===== config.mk =====
export PLATFORM = sky130hd
export DESIGN_NAME = instr_mem
export DESIGN_NICKNAME = d
export VERILOG_FILES = /design/src/rtl/instr_mem_pkg.sv /design/src/rtl/instr_mem.sv
export SDC_FILE = /design/constraint.sdc
export NUM_CORES = 1
export LEC_CHECK = 0
export BUFFER_PORTS_ARGS = -buffer_cell sky130_fd_sc_hd__buf_4
export CORE_AREA = 2 2 146 148
export DETAILED_ROUTE_END_ITERATION = 8
export DIE_AREA = 0 0 148 150
export PLACE_DENSITY_LB_ADDON = 0.25
export SLEW_MARGIN = 0
export SYNTH_ARGS = -nofsm -noshare
export SYNTH_HDL_FRONTEND = slang
export SYNTH_SLANG_ARGS = --single-unit

===== constraint.sdc =====
create_clock -name clk -period 4.2 [get_ports clk]
set_input_delay 0.84 -clock clk [delete_from_list [all_inputs] [get_ports clk]]
set_output_delay 0.84 -clock clk [all_outputs]
set_load 0.01 [all_outputs]

===== src/rtl/instr_mem_pkg.sv =====
// rtl/instr_mem_pkg.sv - shared constants and state encoding for the instruction ROM loader
package instr_mem_pkg;

  localparam int ROM_DEPTH = 16;
  localparam int INSTR_W   = 16;
  localparam int ADDR_W    = 4;

  localparam logic [INSTR_W-1:0] NOP_INSTR = 16'h0000;

  typedef enum logic [1:0] {
    IDLE    = 2'd0,
    LOAD_HI = 2'd1,
    LOAD_LO = 2'd2
  } state_t;

endpackage


===== src/rtl/instr_mem.sv =====
// rtl/instr_mem.sv - byte-loaded instruction memory with registered fetch port
// Fetch returns NOP while a program load is in flight.
module instr_mem
  import instr_mem_pkg::INSTR_W, instr_mem_pkg::ADDR_W, instr_mem_pkg::state_t,
         instr_mem_pkg::IDLE, instr_mem_pkg::LOAD_HI, instr_mem_pkg::LOAD_LO;
#(
  parameter int                 ROM_DEPTH = instr_mem_pkg::ROM_DEPTH,
  parameter logic [INSTR_W-1:0] NOP_INSTR = instr_mem_pkg::NOP_INSTR
) (
  input  logic               clk,
  input  logic               rst,
  input  logic [ADDR_W-1:0]  fetch_addr,
  output logic [INSTR_W-1:0] instruction,
  input  logic               load_start,
  input  logic               load_valid,
  input  logic [7:0]         load_data,
  output logic               load_ready,
  output logic               load_done,
  output logic               busy
);

  localparam int            AW        = (ROM_DEPTH > 1) ? $clog2(ROM_DEPTH) : 1;
  localparam logic [AW-1:0] LAST_WORD = AW'(ROM_DEPTH - 1);

  state_t             state;
  logic [AW-1:0]      wptr;
  logic [7:0]         hi_byte;
  logic [INSTR_W-1:0] mem [ROM_DEPTH];

  logic [AW-1:0] rd_idx;
  logic          byte_accept;

  assign rd_idx      = AW'(int'(fetch_addr) % ROM_DEPTH);
  assign byte_accept = load_valid & load_ready;

  always_ff @(posedge clk or negedge rst) begin
    if (!rst) begin
      state       <= IDLE;
      wptr        <= '0;
      hi_byte     <= '0;
      instruction <= NOP_INSTR;
      load_done   <= 1'b0;
      load_ready  <= 1'b0;
      busy        <= 1'b0;
      for (int i = 0; i < ROM_DEPTH; i++) begin
        mem[i] <= NOP_INSTR;
      end
    end else begin
      load_done <= 1'b0;
      case (state)
        IDLE: begin
          // The start edge already outputs NOP so busy and NOP rise together.
          if (load_start) begin
            state       <= LOAD_HI;
            wptr        <= '0;
            load_ready  <= 1'b1;
            busy        <= 1'b1;
            instruction <= NOP_INSTR;
          end else begin
            instruction <= mem[rd_idx];
          end
        end
        LOAD_HI: begin
          instruction <= NOP_INSTR;
          if (byte_accept) begin
            hi_byte <= load_data;
            state   <= LOAD_LO;
          end
        end
        LOAD_LO: begin
          instruction <= NOP_INSTR;
          if (byte_accept) begin
            mem[wptr] <= {hi_byte, load_data};
            if (wptr == LAST_WORD) begin
              state      <= IDLE;
              load_ready <= 1'b0;
              busy       <= 1'b0;
              load_done  <= 1'b1;
            end else begin
              wptr  <= wptr + 1'b1;
              state <= LOAD_HI;
            end
          end
        end
        default: begin
          state       <= IDLE;
          load_ready  <= 1'b0;
          busy        <= 1'b0;
          instruction <= NOP_INSTR;
        end
      endcase
    end
  end

endmodule


==> flow_metrics.tcl <==
set metrics [dict create \
    clkLatencyLatePin_ns 0.54 \
    grt_overflow_total 0 \
    synthCells 800 \
    finalWirelength_um 29000 \
    fin_area_sq_um 14500 \
    area_delta_synth_final_pct 10.3 \
    antenna_found_initial 0 \
    yosys-top-cells-area "dfrtp_1, mux2_2, mux4_2" \
    fin_ws_ns 1.31 \
    gp_congestion 0.770 \
    multi_input_area_sq_um 5490 \
    tns_ns 0 \
    worstPathArrival_ns 3.30 \
    dp_hpwl_um 17000 \
    rsz0062_at_grt "no" \
    grt_pass1_vias 7810 \
    status "complete, no violations" \
    critPathBufInv 0 \
    synth_warnings 0 \
    cts_resized 0 \
    final-hold-violation-count 0 \
    cp-start-kind "flop" \
    grt_pass1_wl_um 45800 \
    yosysSeqAreaShare 0.548 \
    hold_ws_ns 0.324 \
    async_flop_share 1.00 \
    finalCritPeriodShare 0.687 \
    pre_cts_slack_ns 1.32 \
    synth_area_sq_um 13100 \
    drive_gt1_frac 0.530 \
    fillers 1351 \
    syn_avg_cell_area_sq_um 16.4 \
    synth_edf_count 0 \
    peakVddDrop_mv 0.388 \
    ant_nets 0 \
    cts.sink_count 288 \
    grt_use_total 0.272 \
    critPathMaxFanout 17 \
    ys_types 37 \
    skew_ns 0.0199 \
    synthTopCellsByCount "dfrtp_1, mux2_2, mux4_2" \
    cts_tree "built" \
    post_cts_buffers 0 \
    worstPathRequired_ns 4.61 \
    synth_most_common_cell "dfrtp_1" \
    grt_max_degree 102 \
    dieArea_sq_um 22200 \
    core_sq_um 20700 \
    dr.pass1.iters 4 \
    endpoint_kind "flop" \
    h-tree-depth 1 \
    maxCapViolCount 0 \
    finalMaxSlewViolations 0 \
    critPathKind "flop to flop" \
    path_cells "nand3_1 > nor2_2 > mux2_2" \
    wire_per_inst_um 26.2 \
    yosysTopAreaCellShare 0.548 \
    finalPower_mw 6.80 \
    postCtsHoldBufs 0 \
    p_leak_nw 7.14 \
    fmax_mhz 347 \
    crit_family "simple AND/OR/NAND/NOR gates" \
    period_minus_slack_ns 2.89 \
    ys.flop_type "dfrtp_1" \
    drc 0 \
    path_clk_slew_ns 0.06 \
    crit_slowest_cell "nor2_2" \
    regArea_sq_um 7210 \
    antenna_cells 0 \
    cts-root-buf "clkbuf_16" \
    max_slew_margin 0.145 \
    tightest_slew_ns 1.28 \
    cts_made_buffers 29 \
    synth_fp_nets 820 \
    die_y_um 150 \
    pwr_density_cell_nw_per_um2 469 \
    vias 7108 \
    holdCritPathClass "primary input to async pin" \
    final_nets 834 \
    start_util 0.635 \
    cts_buffer_depth 3 \
    place_area_sq_um 13500 \
    final-setup-viol-count 0 \
    pin_count 35 \
    synth_top_area_cell "dfrtp_1" \
    dr.first_iter.drc_count 468 \
    cpPeakStageDelay_ns 1.03 \
    viasPerCell 6.42 \
    rows 53 \
    die_w_um 148 \
    port_buffers 34 \
    yosys_register_bits 288 \
]
==> cell type report <==
type	count	share of cell area
multi-input combinational	428	0.379
clock buffer	40	0.0592
sequential	288	0.497
inverter	20	0.00518
clock inverter	9	0.00829
tap	275	0.0237
timing repair buffer	47	0.0275
==> cells by family (layout without fill, tap and decap cells) <==
kind of cell,after synthesis,after routing,synth area share
mux,345,345,0.358
buf+inv,84,116,0.0340
flops,288,288,0.548
fa+ha+maj,4,4,0.00381
simple gates,53,53,0.0408
compound gates,26,26,0.0154
==> per-layer routing <==
metal,track usage,share of wire,vias up
li1,-,-,3005
met1,0.390,0.43,3878
met2,0.446,0.50,184
met3,0.0387,0.057,41
met4,0.0752,0.021,0
met5,0,0,-
==> power breakdown <==
part	switching (mW)	total, mW	internal, mW
clock	1.03	2.63	1.59
sequential	0.332	3.37	3.04
combinational	0.379	0.802	0.424
total	1.74	6.80	5.05
==> cells in the final DEF (no fill, tap or decap), drive strengths merged, types with 16 or more instances in the layout <==
master	instances
dfrtp	288
mux2	265
mux4	64
buf	47
clkbuf	40
nand3	22
inv	20
mux2i	16
o221ai	16
==> path summary, 6_finish.rpt <==
kind	startpoint	endpoint	slack, ns	depth (start not counted)
min in group clk	mem[30]	mem[30]	0.50	1
min reg2reg	mem[30]	mem[30]	0.50	1
max reg2reg	wptr[3]	mem[7]	1.31	3
max in group asynchronous	rst	mem[152]	2.86	2
max	wptr[3]	mem[7]	1.31	3
min	rst	mem[185]	0.32	1
==> through the flow <==
stage / std cells / util
after global routing: 1107 / 0.700
final: 1107 / 0.700
after CTS: 1107 / 0.700
after global placement: 1058 / 0.653
after floorplan: 800 / -
after detailed placement: 1058 / 0.653
==> sequential cells by signal, summed over array words and instances (netlist names) <==
| register | cells |
|---|---|
| busy | 1 |
| hi_byte | 8 |
| load_done | 1 |
| state | 2 |
| mem | 256 |
| instruction | 16 |
| wptr | 4 |
==> worst reg2reg max path, cell delays in order, from the launching register on <==
cell,delay (ns)
dfrtp_1,1.00
nand3_1,0.27
nor2_2,1.03
mux2_2,0.46
No activity file was read; power rests on OpenSTA's default activity.
